$ cat config.mk
export PLATFORM = sky130hd
export DESIGN_NAME = mem_responder
export DESIGN_NICKNAME = d
export VERILOG_FILES = /design/src/rtl/mem_responder_pkg.sv /design/src/rtl/responder_shifter.sv /design/src/rtl/mem_responder.sv
export SDC_FILE = /design/constraint.sdc
export NUM_CORES = 1
export LEC_CHECK = 0
export ABC_CLOCK_PERIOD_IN_PS = 2900
export BUFFER_PORTS_ARGS = -buffer_cell sky130_fd_sc_hd__buf_2
export CAP_MARGIN = 20
export CORE_UTILIZATION = 55
export DETAILED_ROUTE_END_ITERATION = 7
export GPL_TIMING_DRIVEN = 0
export PLACE_DENSITY = 0.79
export SETUP_SLACK_MARGIN = 0.4
export SLEW_MARGIN = 25
export SYNTH_ARGS = -nofsm -noshare
export SYNTH_HDL_FRONTEND = slang
export SYNTH_SLANG_ARGS = --single-unit
$ cat constraint.sdc
create_clock -name clk -period 2.9 [get_ports clk]
set_input_delay 0.435 -clock clk [delete_from_list [all_inputs] [get_ports clk]]
set_output_delay 0.435 -clock clk [all_outputs]
set_load 0.01 [all_outputs]
$ cat src/rtl/mem_responder_pkg.sv
// mem_responder_pkg: link symbols, word width and FSM states for the serial memory responder.
// Optional write acknowledge state is present when MEM_RESPONDER_WRITE_ACK_EN is defined.
package mem_responder_pkg;

    localparam int WORD_BITS = 16;

    localparam logic [1:0] SYM_IDLE     = 2'b00;
    localparam logic [1:0] SYM_READ     = 2'b01;
    localparam logic [1:0] SYM_WRITE    = 2'b11;
    localparam logic [1:0] SYM_RESERVED = 2'b10;
    localparam logic [1:0] SYM_REPLY    = 2'b01;
    localparam logic [1:0] SYM_ACK      = 2'b10;

    typedef enum logic [2:0] {
        IDLE,
        RX_ADDR,
        RX_DATA,
        MEM_ACCESS,
        TURNAROUND,
        TX_START,
        TX_DATA
`ifdef MEM_RESPONDER_WRITE_ACK_EN
        ,
        TX_ACK
`endif
    } state_t;

endpackage

$ cat src/rtl/responder_shifter.sv
// responder_shifter: word-wide shift register, LSB-first serial in/out with parallel load.
// Serial data enters at the top so the first symbol ends up in the lowest bits.
module responder_shifter
    import mem_responder_pkg::*;
#(
    parameter int NSHIFT = 2,
    parameter int WIDTH  = WORD_BITS
) (
    input  logic              clk,
    input  logic              rst,
    input  logic              load,
    input  logic [WIDTH-1:0]  din,
    input  logic              shift,
    input  logic [NSHIFT-1:0] sin,
    output logic [WIDTH-1:0]  q,
    output logic [NSHIFT-1:0] sout
);

    // Parallel capture wins over shifting; shifting moves toward the LSB.
    always_ff @(posedge clk or posedge rst) begin
        if (rst) begin
            q <= '0;
        end else if (load) begin
            q <= din;
        end else if (shift) begin
            q <= {sin, q[WIDTH-1:NSHIFT]};
        end
    end

    assign sout = q[NSHIFT-1:0];

endmodule

$ cat src/rtl/mem_responder.sv
// mem_responder: far end of the 2-bit CPU link; decodes read/write frames, drives memory, replies.
// Define MEM_RESPONDER_WRITE_ACK_EN to send an ack symbol after each write.
module mem_responder
    import mem_responder_pkg::*;
#(
    parameter int NSHIFT         = 2,
    parameter int PAYLOAD_CYCLES = 8,
    parameter int RESP_DELAY     = 1
) (
    input  logic                 clk,
    input  logic                 reset,
    input  logic [NSHIFT-1:0]    in_pins,
    output logic [NSHIFT-1:0]    out_pins,
    output logic                 busy,
    output logic                 protocol_error,
    output logic [WORD_BITS-1:0] mem_addr,
    output logic                 mem_re,
    input  logic [WORD_BITS-1:0] mem_rdata,
    output logic                 mem_we,
    output logic [WORD_BITS-1:0] mem_wdata
);

    localparam logic [2:0] LAST_SYM  = 3'(PAYLOAD_CYCLES - 1);
    localparam logic [2:0] LAST_WAIT = 3'(RESP_DELAY - 1);

    state_t                state, state_d;
    logic   [2:0]          cnt;
    logic                  is_write;
    logic                  last;
    logic                  counting;
    logic   [NSHIFT-1:0]   out_d;
    logic [WORD_BITS-1:0]  addr_sr;
    logic [WORD_BITS-1:0]  reply_q;
    logic   [NSHIFT-1:0]   addr_sout;
    logic   [NSHIFT-1:0]   data_sout;
    logic   [NSHIFT-1:0]   reply_sout;
    logic                  unused_bits;

    assign last     = (cnt == LAST_SYM);
    assign counting = state inside {RX_ADDR, RX_DATA, TURNAROUND, TX_DATA};

    responder_shifter #(.NSHIFT(NSHIFT), .WIDTH(WORD_BITS)) u_addr (
        .clk(clk), .rst(reset),
        .load(1'b0), .din('0),
        .shift(state == RX_ADDR), .sin(in_pins),
        .q(addr_sr), .sout(addr_sout)
    );

    responder_shifter #(.NSHIFT(NSHIFT), .WIDTH(WORD_BITS)) u_wdata (
        .clk(clk), .rst(reset),
        .load(1'b0), .din('0),
        .shift(state == RX_DATA), .sin(in_pins),
        .q(mem_wdata), .sout(data_sout)
    );

    responder_shifter #(.NSHIFT(NSHIFT), .WIDTH(WORD_BITS)) u_reply (
        .clk(clk), .rst(reset),
        .load((state == TURNAROUND) && (cnt == 3'd0)), .din(mem_rdata),
        .shift(state_d == TX_DATA), .sin('0),
        .q(reply_q), .sout(reply_sout)
    );

    assign unused_bits = ^{addr_sr[NSHIFT-1:0], addr_sout, data_sout, reply_q};

    // State register.
    always_ff @(posedge clk or posedge reset) begin
        if (reset) state <= IDLE;
        else       state <= state_d;
    end

    // Next-state decode; in_pins only matter in IDLE and while receiving.
    always_comb begin
        state_d = state;
        case (state)
            IDLE: begin
                if (in_pins == SYM_READ || in_pins == SYM_WRITE)
                    state_d = RX_ADDR;
            end
            RX_ADDR: begin
                if (last) state_d = is_write ? RX_DATA : MEM_ACCESS;
            end
            RX_DATA: begin
                if (last) state_d = MEM_ACCESS;
            end
            MEM_ACCESS: begin
`ifdef MEM_RESPONDER_WRITE_ACK_EN
                state_d = is_write ? TX_ACK : TURNAROUND;
`else
                state_d = is_write ? IDLE : TURNAROUND;
`endif
            end
            TURNAROUND: begin
                if (cnt == LAST_WAIT) state_d = TX_START;
            end
            TX_START: state_d = TX_DATA;
            TX_DATA: begin
                if (last) state_d = IDLE;
            end
`ifdef MEM_RESPONDER_WRITE_ACK_EN
            TX_ACK: state_d = IDLE;
`endif
            default: state_d = IDLE;
        endcase
    end

    // Strobes, status and the next value for the registered reply pins.
    always_comb begin
        busy           = (state != IDLE);
        protocol_error = (state == IDLE) && (in_pins == SYM_RESERVED);
        mem_re         = (state == MEM_ACCESS) && !is_write;
        mem_we         = (state == MEM_ACCESS) && is_write;
        out_d          = SYM_IDLE;
        case (state_d)
            TX_START: out_d = SYM_REPLY;
            TX_DATA:  out_d = reply_sout;
`ifdef MEM_RESPONDER_WRITE_ACK_EN
            TX_ACK:   out_d = SYM_ACK;
`endif
            default:  out_d = SYM_IDLE;
        endcase
    end

    // Reply pins are registered so each symbol is stable for a full cycle.
    always_ff @(posedge clk or posedge reset) begin
        if (reset) out_pins <= SYM_IDLE;
        else       out_pins <= out_d;
    end

    // Symbol / turnaround counter restarts on every state change.
    always_ff @(posedge clk or posedge reset) begin
        if (reset)                 cnt <= 3'd0;
        else if (state_d != state) cnt <= 3'd0;
        else if (counting)         cnt <= cnt + 3'd1;
    end

    // Frame type is latched from the start symbol.
    always_ff @(posedge clk or posedge reset) begin
        if (reset)              is_write <= 1'b0;
        else if (state == IDLE) is_write <= (in_pins == SYM_WRITE);
    end

    // Address output only updates once a full address has arrived.
    always_ff @(posedge clk or posedge reset) begin
        if (reset)
            mem_addr <= '0;
        else if (state == RX_ADDR && last)
            mem_addr <= {in_pins, addr_sr[WORD_BITS-1:NSHIFT]};
    end

endmodule

-- Word-level counts from Yosys, hierarchy flattened
Index checks and enable logic that the tools add are counted.
- muxes and demuxes: 13
- equal/unequal tests: 13
- reductions and logical operators: 13
- add/subtract/negate cells: 1
- operators with widths (cell ; count):
    $mux 16 ; 2
    $mux 3 ; 8
    $pmux 3 s7 ; 1
    $eq 3x3->1 const B ; 6
    $eq 3x2->1 const B ; 2
    $logic_not 3->1 ; 2
    $logic_and 1x1->1 ; 5
    $eq 2x2->1 const B ; 2
    $pmux 2 s2 ; 1
    $reduce_bool 2->1 ; 2
    $reduce_bool 4->1 ; 1
    $add 3x1->3 const B ; 1
    $eq 3x1->1 const B ; 1
    $ne 3x3->1 ; 1
    $reduce_bool 3->1 ; 1
    $eq 2x1->1 const B ; 1
    $logic_not 1->1 ; 1
    $logic_or 1x1->1 ; 1
    $mux 1 ; 1
- output and inout port bits: 38
- word-level logic and storage cells: 48
- input bits: 20
- register bits after elaboration: 73

-- Depth between registers and ports, before layout
Gate-level depths: netlist of run 1.
- depth after elaboration: 7
- gate-level depth with buffers: 7

-- Hierarchy
From an unflattened synthesis of run 1, not the netlist that was laid out.
- cells, all modules: 320
- area, all modules: 3552.2 µm²
- by module, submodules not included (module ; instances ; cells an instance ; sequential area each (µm²) ; area an instance (µm²)):
    responder_shifter ; 3 ; 72 ; 400.4 ; 763.2
    mem_responder ; 1 ; 104 ; 625.6 ; 1262.5

-- Worst setup path before layout of run 1
OpenSTA, ideal clock, no wires.
- path type: reg-to-reg
- start point: register cnt[0]
- end point: register u_reply.q[1]
- clock period less this slack: 1.753 ns
- path buffers: 2
- cell stages (with the launch flop): 8
- slack: 1.147 ns
- arrival: 1.616 ns
- path through: dfrtp_1 ha_1 ha_1 o31a_1 buf_4 buf_6 mux2i_1 a21oi_1
- word-level cells in the longest chain between the ends: 5
- elaborated cells on any way between the ends: 11
- those cells by class: 2 x eq/ne; 6 x mux; 3 x reduce/logical
- ends and longest elaborated chain (what ; RTL line ; text):
    from (decl) ; mem_responder.sv:27 ; logic [2:0] cnt;
    from (signal assigned) ; mem_responder.sv:133 ; else if (counting) cnt <= cnt + 3'd1;
    $eq 3x3->1 / $logic_not 3->1 (equally long branches) ; mem_responder.sv:39, mem_responder.sv:58, mem_responder.sv:93 ;
    $mux 3 (on tied branches) ; - ;
    $pmux 3 s7 ; mem_responder.sv:74 ; case (state)
    $eq 3x3->1 ; mem_responder.sv:59 ; .shift(state_d == TX_DATA), .sin('0),
    $reduce_bool 2->1 (no source line) ; - ;
    to (signal assigned) ; responder_shifter.sv:24 ; q <= din;
    to (signal assigned) ; responder_shifter.sv:26 ; q <= {sin, q[WIDTH-1:NSHIFT]};
    to (decl) ; responder_shifter.sv:15 ; output logic [WIDTH-1:0] q,
Parallel ways exist; a longest one is shown, timed or not.
A chain may end at the register's enable or synchronous reset.

-- Worst setup path in the final report of run 1
- start point: register state[1]
- end point: output mem_re
- word-level cells in the longest chain between the ends: 2
- ends and longest elaborated chain (what ; RTL line ; text):
    from (decl) ; mem_responder.sv:26 ; state_t state, state_d;
    from (signal assigned) ; mem_responder.sv:68 ; else state <= state_d;
    $eq 3x2->1 ; mem_responder.sv:110 ; mem_re = (state == MEM_ACCESS) && !is_write;
    $logic_and 1x1->1 ; mem_responder.sv:110 ;
    to (decl) ; mem_responder.sv:17 ; output logic mem_re,
Every way passes these cells.

==> impl_metrics.json, run 1 <==
{
  "skew_ps": 8.56,
  "r2r_cells": 7,
  "drt_first_pass_iters": 4,
  "area_delta_synth_final_pct": 19.6,
  "synth-main-ff-cell": "dfrtp_1",
  "ys_seq_area_share_pct": 58.1,
  "gp_congestion": 0.816,
  "status": "completed",
  "power_switching_uw": 1390,
  "finalMaxSlewViolations": 0,
  "drive_gt1_share_pct": 43.4,
  "cts_resized": 0,
  "intPower_uw": 2850,
  "synth_edf_count": 0,
  "dpl-instance-area_um2": 3450,
  "io_buffers": 57,
  "htree_levels": 3,
  "avgRoutedWirePerCell_um": 13.9,
  "p_total_uw": 4240,
  "worstReg2RegEnd": "u_reply.q[5]",
  "avgSynthCellArea_um2": 13.4,
  "rows": 26,
  "p_leak_uw": 0.00181,
  "endpoint_kind": "output port",
  "ant_nets": 0,
  "vias_per_cell": 5.22,
  "antenna_found_initial": 0,
  "final-setup-viol-count": 0,
  "fin_crit_ps": 2050,
  "p_seq_share_pct": 41.1,
  "hold_violations": 0,
  "crit_start": "state[1]",
  "dp_hpwl_mm": 3.47,
  "crit_required_ps": 2470,
  "die_y_um": 76.6,
  "initial_core_util_pct": 58.4,
  "grtUsageTotal_pct": 19.6,
  "p_per_area_nw_per_um2": 1160,
  "antennaDiodeCount": 0,
  "pwr-share-clk_pct": 19.5,
  "grt_pass1_wl_mm": 8.94,
  "insertion_delay_ps": 330,
  "cts_hold_buf": 0,
  "die_area_um2": 5860,
  "path_clk_slew_ps": 70,
  "fmax_ghz": 0.488,
  "grt_max_degree": 41,
  "syn_inst": 228,
  "syn_area_um2": 3060,
  "critPathLaunchType": "flip-flop",
  "drv_cap": 0,
  "p_comb_share_pct": 39.4,
  "ys_async_sr_fraction_pct": 100,
  "finalCritPeriodShare_pct": 70.7,
  "max-vdd-ir-drop_mv": 0.523,
  "yosys_warnings": 0,
  "first_iter_violations": 147,
  "vias": 1943,
  "ioPinCount": 58,
  "critPathKind": "flip-flop to output port",
  "ys_types": 35,
  "synth-seq-cells": 71,
  "overflow": 0,
  "cts_tree": "done",
  "grt_pass1_vias": 1899,
  "core_um2": 5240,
  "drc": 0,
  "max-slew-margin-rel_pct": 65.9,
  "switching_share_pct": 32.8,
  "nNetsFinal": 320,
  "cts_sinks": 71,
  "hold_path.class": "input pin to asynchronous set/reset pin",
  "arrival_ps": 1620,
  "postLayoutCellArea_um2": 3660,
  "cts-root-buf": "clkbuf_8",
  "cp_max_fo": 10,
  "clockBufferDepth": 2,
  "cts_made_buffers": 9,
  "post_cts_buffers": 0,
  "drt_wl_total_mm": 5.17,
  "syn_nets": 251,
  "rrSetupSlack_ps": 940,
  "dieWidth_um": 76.6,
  "rsz0062_at_grt": "no",
  "tightest_slew_ps": 504,
  "r2r_start": "cnt[0]"
}
per-layer routing:
metal	vias up	routed length, um	global-route usage (%)
li1	934	-	-
met2	51	2420	28.7
met1	951	2490	28.0
met4	0	55	8.46
met5	-	0	0
met3	7	203	4.31
how the worst max path moves through the flow:
stage          cells past startpoint             to  slack [ps]
2_1_floorplan                      1         cnt[0]         670
3_3_place_gp                       2  u_reply.q[11]        -160
3_5_place_dp                       7   u_reply.q[4]        1010
4_1_cts                            3         mem_re         880
5_1_grt                            3         mem_re         730
6_report                           3         mem_re         850
cell usage in the layout (no fill, tap or decap), types with 2 or more instances in the layout:
| cell type | count |
|---|---|
| buf_12 | 2 |
| o21ai_0 | 5 |
| xnor2_1 | 2 |
| clkbuf_8 | 9 |
| buf_6 | 3 |
| mux2i_1 | 16 |
| buf_4 | 3 |
| bufinv_16 | 2 |
| buf_2 | 59 |
| dfrtp_1 | 71 |
| nor2_1 | 20 |
| mux2_4 | 10 |
| mux2_2 | 36 |
| ha_1 | 3 |
| a21oi_1 | 18 |
| nand2_1 | 4 |
| nand3_1 | 4 |
| clkinv_2 | 2 |
| inv_1 | 8 |
| clkbuf_1 | 6 |
area by class of cell:
cell class	instances	area, um2
fillers	380	1580
repair buffers	58	305
clock inverters	4	70.1
plain buffers	12	97.6
inverters	9	36.3
well taps	70	87.6
multi-input cells	136	1150
flip-flops and latches	71	1780
clock buffers	12	135
power by group through the flow:
stage	logic [uW]	clock network [uW]	registers (uW)
2_1_floorplan	1130	0	1810
3_3_place_gp	1620	0	1740
3_5_place_dp	1670	0	1770
4_1_cts	1690	844	1750
5_1_grt	1830	878	1810
6_report	1670	827	1740
critical path: stages, from the launching register on:
cell and delay [ps]:
dfrtp_1 330, buf_2 210, nor4bb_1 520, buf_2 230
stage by stage:
| stage | cells | worst slack [ps] | hold slack (ps) | TNS (ps) | util, % |
|---|---|---|---|---|---|
| 2_1_floorplan | 228 | 668 | 467 | 0 | - |
| 3_3_place_gp | 355 | -156 | 481 | -10890 | 65.5 |
| 3_5_place_dp | 356 | 1010 | 465 | 0 | 65.9 |
| 4_1_cts | 372 | 879 | 102 | 0 | 69.9 |
| 5_1_grt | 372 | 735 | 114 | 0 | 69.9 |
| 6_report | 372 | 849 | 99.8 | 0 | 69.9 |
Yosys cell counts, types with 2 or more instances:
cell type / n / share of area (%)
buf_2: 2 / 0.33
o21ai_0: 5 / 0.82
buf_6: 3 / 1.1
a21oi_1: 18 / 2.9
clkbuf_1: 3 / 0.37
nor2_1: 20 / 2.5
buf_4: 3 / 0.74
nand3_1: 4 / 0.65
mux2_2: 36 / 13
mux2i_1: 16 / 5.2
dfrtp_1: 71 / 58
xnor2_1: 2 / 0.57
mux2_4: 10 / 4.9
inv_1: 9 / 1.1
ha_1: 3 / 1.2
nand2_1: 4 / 0.49
kinds of logic (layout without fill, tap and decap cells):
group,Yosys count,in the layout,share of synthesized area [%]
adder cells (fa/ha/maj),3,3,1.23
AND/OR/NAND/NOR,40,40,7.16
AO/OA/AOI/OAI,29,29,5.24
multiplexers,62,62,23.4
XOR/XNOR,2,2,0.573
buffers and inverters,21,95,4.30
flip-flops,71,71,58.1
registers in the layout, summed over array words and instances (netlist names):
signal,flops
cnt,3
is_write,1
mem_addr,16
out_pins,2
state,3
u_addr.q,14
u_reply.q,16
u_wdata.q,16
No activity file was read; power rests on OpenSTA's default activity.
==> run 2, diff against run 1 <==
- ABC_CLOCK_PERIOD_IN_PS: 2900 -> 2100
- clock period: 2.9 -> 2.1 ns (I/O delays scaled with it)
==> impl_metrics.json, run 2 (synthesis results as in run 1) <==
{
  "crit_required_ps": 2330,
  "insertion_delay_ps": 340,
  "postLayoutCellArea_um2": 3990,
  "drive_gt1_share_pct": 50.8,
  "critPathKind": "flip-flop to flip-flop",
  "intPower_uw": 4100,
  "vias_per_cell": 5.13,
  "dieWidth_um": 76.6,
  "final_cell_mix": "71 x dfrtp_1, 58 x buf_2, 32 x mux2_2",
  "switching_share_pct": 33.9,
  "finalMaxSlewViolations": 0,
  "hold_path.class": "input pin to flip-flop",
  "reg_top3": "mem_addr x16, u_reply.q x16, u_wdata.q x16",
  "io_buffers": 57,
  "overflow": 0,
  "setup_ws_ps": 349,
  "critPathLaunchType": "flip-flop",
  "initial_core_util_pct": 58.4,
  "p_leak_uw": 0.00196,
  "nNetsFinal": 343,
  "antenna_found_initial": 0,
  "p_comb_share_pct": 45.0,
  "first_iter_violations": 71,
  "drt_first_pass_iters": 4,
  "hold_violations": 0,
  "grt_max_degree": 34,
  "endpoint_kind": "flip-flop",
  "cp_max_fo": 6,
  "drt_wl_total_mm": 6.08,
  "skew_ps": 9.46,
  "n_fill_cell": 337,
  "area_delta_synth_final_pct": 30.6,
  "grtUsageTotal_pct": 21.9,
  "gp_congestion": 0.815,
  "drc": 0,
  "die_y_um": 76.6,
  "fmax_ghz": 0.571,
  "clockBufferDepth": 2,
  "final-setup-viol-count": 0,
  "fin_crit_ps": 1750,
  "p_per_area_nw_per_um2": 1550,
  "ioPinCount": 58,
  "htree_levels": 3,
  "rsz0062_at_grt": "yes",
  "path_clk_slew_ps": 70,
  "max-vdd-ir-drop_mv": 0.900,
  "final_util_pct": 76.3,
  "p_seq_share_pct": 39.4,
  "status": "completed",
  "grt_pass1_wl_mm": 9.77,
  "grt_pass1_vias": 1999,
  "drv_cap": 0,
  "arrival_ps": 1980,
  "cts_tree": "done",
  "core_um2": 5240,
  "pre_cts_slack_ps": 280,
  "cts_sinks": 71,
  "avgRoutedWirePerCell_um": 15.4,
  "rows": 26,
  "dp_hpwl_mm": 3.52,
  "dpl-instance-area_um2": 3490,
  "vias": 2028,
  "finalCritPeriodShare_pct": 83.4,
  "tightest_slew_ps": 349,
  "cts-root-buf": "clkbuf_8",
  "power_switching_uw": 2100,
  "antennaDiodeCount": 0,
  "layout.cells.most_common": "dfrtp_1",
  "finalSetupTns_ps": 0,
  "max-slew-margin-rel_pct": 76.6,
  "ant_nets": 0,
  "cts_made_buffers": 9,
  "die_area_um2": 5860,
  "pwr-share-clk_pct": 15.6
}
## run 2: what timing repair did
action,CTS,global route
setup endpoints to repair,34,36
gates resized for setup,14,18
pin swaps,3,8
setup buffers,10,9
hold endpoints to repair,7,0
hold buffers,1,0
cloned,0,2
## run 2: per-layer routing
layer	wire length, um	vias to the layer above	track usage, %
met2	3020	47	33.2
met5	0	-	0
met4	75	0	7.12
li1	-	975	-
met3	277	6	8.38
met1	2710	1000	28.9
## run 2: area by class of cell
type                       count  area [um2]  share of cell area (%)
sequential                    71        1780                    44.5
multi-input combinational    136        1220                    30.5
timing repair buffer          81         564                    14.1
clock buffer                  13         159                    3.98
buffer                        12         134                    3.35
tap                           70        87.6                    2.19
inverter                       9        37.5                   0.940
clock inverter                 3        17.5                   0.439
## run 2: path summary, 6_finish.rpt
check | startpoint | endpoint | slack [ps] | cells after the start
max | state[0] | mem_addr[6] | 350 | 6
min | mem_rdata[15] | u_reply.q[15] | 220 | 3
max reg2reg | state[0] | mem_addr[6] | 350 | 6
min reg2reg | u_reply.q[1] | out_pins[1] | 500 | 2
max in group asynchronous | reset | u_reply.q[9] | 1030 | 5
min in group asynchronous | reset | u_wdata.q[7] | 440 | 3
## run 2: stage by stage
stage,std cells,power [uW],hold slack (ps)
2_1_floorplan,228,4080,451
6_report,395,6200,218
4_1_cts,384,5910,212
3_3_place_gp,355,4640,482
5_1_grt,395,6630,221
3_5_place_dp,357,4760,248
## run 2: worst max-delay path: stages, from the launching register on
cell	delay [ps]
dfrtp_1	350
buf_6	130
or3b_4	390
buf_8	150
nor2_8	150
clkbuf_16	180
mux2_4	290
## run 2: power by group through the flow
stage	logic [uW]	clock network [uW]	registers (uW)
2_1_floorplan	1570	0	2510
4_1_cts	2500	987	2420
3_3_place_gp	2240	0	2400
3_5_place_dp	2320	0	2440
5_1_grt	3030	1060	2530
6_report	2790	968	2450
==> run 3, diff against run 2 <==
- ABC_CLOCK_PERIOD_IN_PS: 2100 -> 1800
- clock period: 2.1 -> 1.8 ns (I/O delays scaled with it)
==> impl_metrics.json, run 3 (synthesis results as in run 1) <==
{
  "status": "finished with violations",
  "violations": "setup timing",
  "avgRoutedWirePerCell_um": 19.7,
  "core_um2": 5240,
  "cpMostUsedCell": "buf_6",
  "area_delta_synth_final_pct": 40.8,
  "finalSetupTns_ps": -111,
  "worst_path_dominant_cell_family": "buffers and inverters",
  "p_per_area_nw_per_um2": 1910,
  "routed.top_layer": "met4",
  "cts_tree": "done",
  "intPower_uw": 5360,
  "cts-root-buf": "clkbuf_8",
  "grt_pass1_wl_mm": 11.1,
  "dp.cells": 357,
  "critPathLaunchType": "flip-flop",
  "finalCritPeriodShare_pct": 102,
  "initial_core_util_pct": 58.4,
  "path_clk_slew_ps": 70,
  "insertion_delay_ps": 340,
  "layout.cells.most_common": "dfrtp_1",
  "grt_pass1_vias": 2229,
  "final_cell_mix": "71 x dfrtp_1, 58 x buf_2, 31 x mux2_4",
  "fmax_ghz": 0.542,
  "die_y_um": 76.6,
  "crit_chain": "buf_6 -> buf_6 -> nand2b_4 -> o31a_1 -> buf_6 -> clkbuf_16 -> mux2i_1 -> a21oi_1",
  "overflow": 0,
  "vias_per_cell": 5.48,
  "antenna_found_initial": 0,
  "wl_met1_mm": 3.18,
  "setup_ws_ps": -43.8,
  "dr_wl_met3_um": 253,
  "nNetsFinal": 354,
  "wl_met2_mm": 4.22,
  "cp_max_fo": 5,
  "max-vdd-ir-drop_mv": 1.07,
  "hold_violations": 0,
  "worst_hold_slack_ps": 159,
  "crit_slowest_cell": "dfrtp_1",
  "die_area_um2": 5860,
  "skew_ps": 3.21,
  "layoutNonFillerInstCount": 405,
  "ioPinCount": 58,
  "drt_first_pass_iters": 4,
  "drv_cap": 0,
  "cts_sinks": 71,
  "fin_crit_ps": 1840,
  "htree_levels": 3,
  "grtUsageTotal_pct": 25.0,
  "max-slew-margin-rel_pct": 61.1,
  "p_leak_uw": 0.00211,
  "p_seq_share_pct": 35.7,
  "switching_share_pct": 34.9,
  "vias": 2221,
  "ant_nets": 0,
  "cts_made_buffers": 9,
  "clockBufferDepth": 2,
  "drive_gt1_share_pct": 56.7,
  "hold_path.class": "input pin to flip-flop",
  "dp_hpwl_mm": 3.75,
  "crit_required_ps": 2020,
  "reg_top3": "mem_addr x16, u_reply.q x16, u_wdata.q x16",
  "rsz0062_at_grt": "yes",
  "dieWidth_um": 76.6,
  "finalMaxSlewViolations": 0,
  "grt_max_degree": 27,
  "tightest_slew_ps": 582,
  "cp_num_buf_inv": 4,
  "p_comb_share_pct": 47.7,
  "final-setup-viol-count": 13,
  "power_switching_uw": 2870,
  "cp_slowest_stage_delay_ps": 410,
  "io_buffers": 57,
  "drc": 0,
  "first_iter_violations": 83,
  "rows": 26,
  "drt_wl_total_mm": 7.96,
  "pwr-share-clk_pct": 16.5,
  "endpoint_kind": "flip-flop",
  "gp_congestion": 0.760,
  "critPathKind": "flip-flop to flip-flop",
  "antennaDiodeCount": 0,
  "arrival_ps": 2060
}
-- run 3: cell count changes in the layout (fill, tap and decap cells not counted), moves of 4 or more --
cell / delta
buf_6: +8
mux2_2: -17
mux2_4: +17
a21oi_1: -4
-- run 3: per-layer routing --
layer  GRT usage, %  vias up
met2           44.2       91
met3           4.19       29
met4           12.1        0
met5              0        -
met1           29.4     1103
li1               -      998
-- run 3: worst register-to-register path, cell delays in order (launching register included) --
cell and delay, ps:
dfrtp_1 410, buf_6 150, buf_6 110, nand2b_4 150, o31a_1 270, buf_6 160, clkbuf_16 160, mux2i_1 210
a21oi_1 110
-- run 3: power by group through the flow --
stage / logic, uW / registers [uW] / clock network [uW]
after floorplan: 1880 / 2930 / 0
final: 3930 / 2940 / 1360
after global routing: 4160 / 3020 / 1430
after detailed placement: 2790 / 2860 / 0
after global placement: 2680 / 2800 / 0
after CTS: 3240 / 2840 / 1370
-- run 3: area by class of cell --
| class | count | area [um2] |
|---|---|---|
| clock inverters | 2 | 37.5 |
| clock buffers | 13 | 179 |
| flip-flops and latches | 71 | 1780 |
| multi-input cells | 136 | 1340 |
| repair buffers | 92 | 704 |
| well taps | 70 | 87.6 |
| inverters | 9 | 40.0 |
| plain buffers | 12 | 136 |
| fillers | 261 | 933 |
-- run 3: worst paths after layout --
path	start	end	slack, ps	cells past startpoint
worst min-delay path	mem_rdata[15]	u_reply.q[15]	160	3
worst max register to register	state[0]	u_reply.q[1]	-40	8
worst min register to register	mem_addr[9]	mem_addr[9]	510	1
min in group asynchronous	reset	u_reply.q[4]	550	3
max in group asynchronous	reset	u_wdata.q[3]	560	5
worst max-delay path	state[0]	u_reply.q[1]	-40	8
-- run 3: stage by stage --
step                      util (%)  total power, uW  worst slack (ps)  instance area, um2
final                         82.2             8230             -43.8                4300
after global routing          82.2             8620             -68.6                4300
after CTS                     77.6             7450              49.2                4060
after detailed placement      67.5             5650              43.1                3540
after global placement        66.6             5480              52.9                3490
after floorplan                  -             4810               163                3120
-- run 3: what timing repair did --
item | CTS | global route
hold buffers | 1 | 0
setup endpoints to repair | 62 | 72
gates resized for setup | 34 | 30
cloned | 2 | 2
setup buffers | 17 | 11
endpoints found under the hold margin | 22 | 0
pin swaps | 8 | 7
